===== config.mk =====
export PLATFORM = sky130hd
export DESIGN_NAME = bus_fabric
export DESIGN_NICKNAME = d
export VERILOG_FILES = /design/src/rtl/bus_pkg.sv /design/src/rtl/bus_decoder.sv /design/src/rtl/bus_fabric.sv
export SDC_FILE = /design/constraint.sdc
export NUM_CORES = 1
export LEC_CHECK = 0
export ABC_AREA = 1
export BUFFER_PORTS_ARGS = -buffer_cell sky130_fd_sc_hd__buf_2
export CAP_MARGIN = 20
export CORE_UTILIZATION = 35
export DETAILED_ROUTE_END_ITERATION = 10
export HOLD_SLACK_MARGIN = 0.08
export PLACE_DENSITY = 0.7
export REMOVE_ABC_BUFFERS = 1
export SLEW_MARGIN = 10
export SYNTH_ARGS = -nofsm -noshare
export SYNTH_HDL_FRONTEND = slang
export SYNTH_SLANG_ARGS = --single-unit

===== constraint.sdc =====
create_clock -name clock -period 2.65 [get_ports clock]
set_input_delay 0.53 -clock clock [delete_from_list [all_inputs] [get_ports clock]]
set_output_delay 0.53 -clock clock [all_outputs]
set_load 0.005 [all_outputs]

===== src/rtl/bus_pkg.sv =====
// bus_pkg: shared FSM state type and default memory map for the bus fabric
package bus_pkg;

    typedef enum logic [1:0] {IDLE, ACCESS, DONE, ERR} bus_state_t;

    localparam logic [31:0] RAM_BASE  = 32'd0;
    localparam logic [31:0] RAM_LIMIT = 32'd411699;
    localparam logic [31:0] BTN_ADDR  = 32'd411700;

endpackage


===== src/rtl/bus_decoder.sv =====
// bus_decoder: maps a master address onto the lowest-indexed matching slave window
module bus_decoder #(
    parameter int NSLAVE = 2,
    parameter int AW     = 32,
    parameter int IW     = 1,
    parameter logic [NSLAVE*AW-1:0] BASE  = '0,
    parameter logic [NSLAVE*AW-1:0] LIMIT = '0
) (
    input  logic [AW-1:0] m_addr,
    output logic          hit,
    output logic [IW-1:0] idx,
    output logic [AW-1:0] offset
);

    // Walk from the top index down so the lowest matching window is the one left standing
    always_comb begin
        hit    = 1'b0;
        idx    = '0;
        offset = '0;
        for (int i = NSLAVE - 1; i >= 0; i--) begin
            if ((m_addr - BASE[i*AW +: AW]) <= (LIMIT[i*AW +: AW] - BASE[i*AW +: AW])) begin
                hit    = 1'b1;
                idx    = IW'(i);
                offset = m_addr - BASE[i*AW +: AW];
            end
        end
    end

endmodule


===== src/rtl/bus_fabric.sv =====
// bus_fabric: registered req/ack interconnect from the CPU data port to NSLAVE slaves
module bus_fabric
    import bus_pkg::*;
#(
    parameter int NSLAVE = 2,
    parameter int AW     = 32,
    parameter int DW     = 32,
    parameter logic [NSLAVE*AW-1:0] BASE  = {BTN_ADDR, RAM_BASE},
    parameter logic [NSLAVE*AW-1:0] LIMIT = {BTN_ADDR, RAM_LIMIT},
    parameter int TIMEOUT = 15
) (
    input  logic               clock,
    input  logic               nreset,
    input  logic               m_req,
    input  logic               m_write,
    input  logic [AW-1:0]      m_addr,
    input  logic [DW-1:0]      m_wdata,
    output logic [DW-1:0]      m_rdata,
    output logic               m_ack,
    output logic               m_err,
    output logic [NSLAVE-1:0]  s_sel,
    output logic               s_write,
    output logic [AW-1:0]      s_addr,
    output logic [DW-1:0]      s_wdata,
    input  logic [NSLAVE*DW-1:0] s_rdata,
    input  logic [NSLAVE-1:0]  s_ready
);

    localparam int IW = NSLAVE > 1 ? $clog2(NSLAVE) : 1;

    if (NSLAVE < 1 || NSLAVE > 8) begin : g_nslave_chk
        $error("bus_fabric: NSLAVE must be 1..8");
    end
    if (TIMEOUT < 1 || TIMEOUT > 255) begin : g_timeout_chk
        $error("bus_fabric: TIMEOUT must be 1..255");
    end
    for (genvar i = 0; i < NSLAVE; i++) begin : g_win_chk
        if (BASE[i*AW +: AW] > LIMIT[i*AW +: AW]) begin : g_bad
            $error("bus_fabric: BASE exceeds LIMIT for a slave window");
        end
    end

    logic              dec_hit;
    logic [IW-1:0]     dec_idx;
    logic [AW-1:0]     dec_off;

    bus_decoder #(
        .NSLAVE (NSLAVE),
        .AW     (AW),
        .IW     (IW),
        .BASE   (BASE),
        .LIMIT  (LIMIT)
    ) u_dec (
        .m_addr (m_addr),
        .hit    (dec_hit),
        .idx    (dec_idx),
        .offset (dec_off)
    );

    bus_state_t        state_q, state_d;
    logic [7:0]        cnt_q, cnt_d;
    logic [IW-1:0]     idx_q, idx_d;
    logic [NSLAVE-1:0] s_sel_q, s_sel_d;
    logic              s_write_q, s_write_d;
    logic [AW-1:0]     s_addr_q, s_addr_d;
    logic [DW-1:0]     s_wdata_q, s_wdata_d;
    logic [DW-1:0]     m_rdata_q, m_rdata_d;
    logic              m_ack_q, m_ack_d;
    logic              m_err_q, m_err_d;

    // Next-state logic; ack/err/sel are computed one cycle early so every output comes straight from a flop
    always_comb begin
        state_d   = state_q;
        cnt_d     = cnt_q;
        idx_d     = idx_q;
        s_sel_d   = s_sel_q;
        s_write_d = s_write_q;
        s_addr_d  = s_addr_q;
        s_wdata_d = s_wdata_q;
        m_rdata_d = m_rdata_q;
        m_ack_d   = 1'b0;
        m_err_d   = 1'b0;
        case (state_q)
            IDLE: begin
                if (m_req) begin
                    s_write_d = m_write;
                    s_wdata_d = m_wdata;
                    s_addr_d  = dec_off;
                    idx_d     = dec_idx;
                    if (dec_hit) begin
                        state_d = ACCESS;
                        s_sel_d = NSLAVE'(1) << dec_idx;
                        cnt_d   = 8'd1;
                    end else begin
                        state_d   = ERR;
                        m_ack_d   = 1'b1;
                        m_err_d   = 1'b1;
                        m_rdata_d = m_write ? m_rdata_q : '0;
                    end
                end
            end
            ACCESS: begin
                if (s_ready[idx_q]) begin
                    state_d   = DONE;
                    s_sel_d   = '0;
                    m_ack_d   = 1'b1;
                    m_rdata_d = s_write_q ? m_rdata_q : s_rdata[DW*int'(idx_q) +: DW];
                end else if (cnt_q == 8'(TIMEOUT)) begin
                    state_d   = ERR;
                    s_sel_d   = '0;
                    m_ack_d   = 1'b1;
                    m_err_d   = 1'b1;
                    m_rdata_d = s_write_q ? m_rdata_q : '0;
                end else begin
                    cnt_d = cnt_q + 8'd1;
                end
            end
            DONE:    state_d = IDLE;
            ERR:     state_d = IDLE;
        endcase
    end

    // State and output registers; reset aborts any transaction without an ack
    always_ff @(posedge clock) begin
        if (!nreset) begin
            state_q   <= IDLE;
            cnt_q     <= '0;
            idx_q     <= '0;
            s_sel_q   <= '0;
            s_write_q <= 1'b0;
            s_addr_q  <= '0;
            s_wdata_q <= '0;
            m_rdata_q <= '0;
            m_ack_q   <= 1'b0;
            m_err_q   <= 1'b0;
        end else begin
            state_q   <= state_d;
            cnt_q     <= cnt_d;
            idx_q     <= idx_d;
            s_sel_q   <= s_sel_d;
            s_write_q <= s_write_d;
            s_addr_q  <= s_addr_d;
            s_wdata_q <= s_wdata_d;
            m_rdata_q <= m_rdata_d;
            m_ack_q   <= m_ack_d;
            m_err_q   <= m_err_d;
        end
    end

    assign m_rdata = m_rdata_q;
    assign m_ack   = m_ack_q;
    assign m_err   = m_err_q;
    assign s_sel   = s_sel_q;
    assign s_write = s_write_q;
    assign s_addr  = s_addr_q;
    assign s_wdata = s_wdata_q;

endmodule


==> impl_metrics.csv <==
group,metric,value,unit
outcome,status,"complete, no violations",
setup_path,reg2reg_depth,11,
layout,regArea,2240,µm²
setup_path,rr_startpoint,"idx_q$_SDFFE_PN0P_",
clock_network,clock_latency,360,ps
yosys,synth_top_cell_area_share,35.0,%
yosys,synth.top_cells.by_area,"dfxtp_1 (35%), nand2_1 (22%), nor2_1 (11%)",
clock_network,cts_tree,"done",
setup_path,cp-startpoint,"m_addr[3]",
timing,rsz0062_at_grt,"false",
floorplanning,core,18000,µm²
floorplanning,ios,235,
setup_path,cp.depth,18,
yosys,syn_avg_cell_area,6.04,µm²
clock_network,cts_hold_buf,0,
timing,worst_pin_slew,994,ps
grt,grt_pass1_vias,6359,
yosys,synth_warnings,0,
floorplanning,placement_rows,49,
power,p_per_area,496,nW/µm²
setup_path,slowest_stage,"nand4_1",
route,vias,7326,
grt,grt-ovfl-total,0,
grt,grt_use_total,20.1,%
floorplanning,start_util,35.7,%
setup_path,path_cells,"buf_2 -> inv_1 -> ha_4 -> inv_1 -> nand3_4 -> nand4_1 -> nand2_2 -> nand3_1 -> nand2_1 -> nand3_1 -> nor2_2 -> nand3_2 -> nor2_4 -> o21ai_4 -> buf_12 -> clkbuf_16 -> a21oi_1 -> nor2_1",
route,drt-total-wl,19800,µm
setup_path,endpoint,"m_rdata[11]$_SDFFE_PN0P_",
grt,grt_first_pass_wirelength,29900,µm
timing,report.final.slew_viol_count,0,
route,wl_per_cell,12.9,µm
setup_path,startpoint_type,"primary input",
yosys,syn_inst,1061,
route,initialDrtViolationCount,358,
timing,period_share,92.6,%
setup_path,crit_required,2900,ps
timing,tns,0,ps
timing,hold_viol_final,0,
place,gp_congestion,0.914,
grt,grt_max_degree,65,
yosys,ys_seq_area_share,35.0,%
setup_path,crit_family,"simple AND/OR/NAND/NOR gates",
route,drc_errors,0,
setup_path,reg2reg_slack,430,ps
clock_network,clock_sinks,112,
timing,skew,14.2,ps
route,viasPerCell,4.77,
place,dpl.hpwl,14700,µm
layout,synthToLayoutAreaGrowth,31.3,%
floorplanning,fp.dieH,137,µm
yosys,synth_cell_types,32,
layout,nFillCells,1911,
clock_network,htree_levels,3,
clock_network,clock_tree.buffer_depth,2,
yosys,syn_area,6410,µm²
setup_path,critical_path_buf_inv_count,5,
timing,setup_viol,0,
setup_path,slowest_delay,220,ps
grt,antenna_found_initial,3,
power,finalPower,4.18,mW
min_path,worstHoldPathType,"primary input to flip-flop",
clock_network,cts_buffers,9,
timing,relSlewSlack,33.5,%
yosys,synth-seq-cells,112,
setup_path,end_kind,"flip-flop",
floorplanning,die_area,18900,µm²
timing,postLayoutSetupSlackWorst,196,ps
place,post-place-ws,-221,ps
timing,period_minus_slack,2450,ps
setup_path,crit_fanout,14,
layout,drive_gt1_share,26.5,%
layout,fin_nets,1437,
setup_path,r2r_end,"m_rdata[4]$_SDFFE_PN0P_",
timing,max_freq,407,MHz
run,drv_cap,0,
setup_path,arrival,2700,ps
yosys,yosys.area.top_type,"dfxtp_1",
setup_path,path_class,"primary input to flip-flop",
route,drtAntennaViolNets,0,
place,portBuffers,234,
power,ir_worst_vdd,0.297,mV
floorplanning,die-width,137,µm
route,first_pass_iters,5,
power,p_leak,4.26,nW
layout,multi_input_area,3750,µm²
clock_network,root_buffer,"clkbuf_16",
clock_network,path_clk_slew,90,ps
[sequential cells by signal (all words and copies together) (netlist names)]
| register | count |
|---|---|
| cnt_q | 8 |
| idx_q | 1 |
| m_ack | 1 |
| m_err | 1 |
| m_rdata | 32 |
| s_addr | 32 |
| s_sel | 2 |
| s_wdata | 32 |
| s_write | 1 |
| state_q | 2 |
[per-stage QoR]
step | cell area, µm² | cells | util (%) | hold WS, ps
2_1_floorplan | 6180 | 1013 | - | 435
3_3_place_gp | 7950 | 1513 | 44.3 | 424
3_5_place_dp | 7950 | 1513 | 44.3 | 425
4_1_cts | 8250 | 1529 | 45.9 | 404
5_1_grt | 8420 | 1536 | 46.9 | 418
6_report | 8420 | 1537 | 46.9 | 412
[cells in the mapped netlist (all sizes together)]
library cell  instances
nor3b                 1
nand4                19
o21ai                43
inv                  71
nand3b                5
nor2                206
ha                    3
and2                  2
o22ai                 1
xor2                  2
a21oi                65
nand3                86
a221oi                1
clkbuf               32
nor3                  8
dfxtp               112
o21bai                1
xnor2                 1
nand2               383
and3                  3
buf                  16
[report_power, final]
part,internal (mW),switching (mW)
sequential,1.81,0.0631
combinational,0.395,0.561
clock,0.669,0.685
total,2.87,1.31
[placed cells by master (no fill, tap or decap), types with 3 or more instances in the layout]
cell,n
diode_2,3
nor3_1,8
inv_1,62
nand3b_1,4
a21oi_2,5
buf_4,35
clkbuf_16,11
o21ai_0,39
nand4_1,19
buf_2,234
nand2_2,8
nand3_2,12
nand2_1,375
inv_2,9
nor2_4,5
nor2_1,194
nand3_4,3
buf_12,3
nor2_2,7
nand3_1,71
and3_1,3
a21oi_1,60
dfxtp_1,112
[worst min-delay path, stage by stage]
cell and delay [ps]:
buf_2 70, o21ai_0 70, nor2_1 70
[layout make-up]
class / instances / area share, %
sequential: 112 / 26.6
multi-input combinational: 830 / 44.6
clock buffer: 9 / 2.67
inverter: 71 / 3.17
clock inverter: 7 / 0.862
tap: 229 / 3.40
timing repair buffer: 276 / 18.6
antenna: 3 / 0.0892
[layer usage]
metal | vias up | track usage, % | routed length, µm | part of all wire [%]
li1 | 3836 | - | - | -
met1 | 3236 | 23.6 | 8600 | 44
met2 | 226 | 35.6 | 9490 | 48
met3 | 28 | 3.64 | 1180 | 6.0
met4 | 0 | 8.85 | 481 | 2.4
met5 | - | 0 | 0 | 0
[repair_timing]
| action | 4_1_cts | 5_1_grt |
|---|---|---|
| resized for setup | 0 | 15 |
| buffers inserted | 0 | 1 |
| hold endpoints to repair | 0 | 0 |
| setup endpoints to repair | 0 | 61 |
[cells by family (layout without fill, tap and decap cells)]
kind of cell / Yosys count / in the layout / share of synthesized area (%)
buffers and inverters: 119 / 363 / 7.81
and+or+nand+nor: 713 / 713 / 47.1
DFF: 112 / 112 / 35.0
AOI/OAI and AO/OA: 111 / 111 / 9.12
adders and majority gates: 3 / 3 / 0.586
other: 0 / 3 / 0
xor gates and xnor gates: 3 / 3 / 0.410
[how the worst min path moves through the flow]
| stage | start | to | slack, ps | cells past startpoint |
|---|---|---|---|---|
| 5_1_grt | m_wdata[23] | s_wdata[23]$_SDFFE_PN0P_ | 420 | 3 |
| 3_3_place_gp | s_addr[22]$_SDFFE_PN0P_ | s_addr[22]$_SDFFE_PN0P_ | 420 | 2 |
| 2_1_floorplan | s_addr[19]$_SDFFE_PN0P_ | s_addr[19]$_SDFFE_PN0P_ | 440 | 2 |
| 3_5_place_dp | s_addr[25]$_SDFFE_PN0P_ | s_addr[25]$_SDFFE_PN0P_ | 420 | 2 |
| 6_report | m_wdata[8] | s_wdata[8]$_SDFFE_PN0P_ | 410 | 3 |
| 4_1_cts | m_wdata[8] | s_wdata[8]$_SDFFE_PN0P_ | 400 | 3 |
Power figures use the tool's default switching activity.
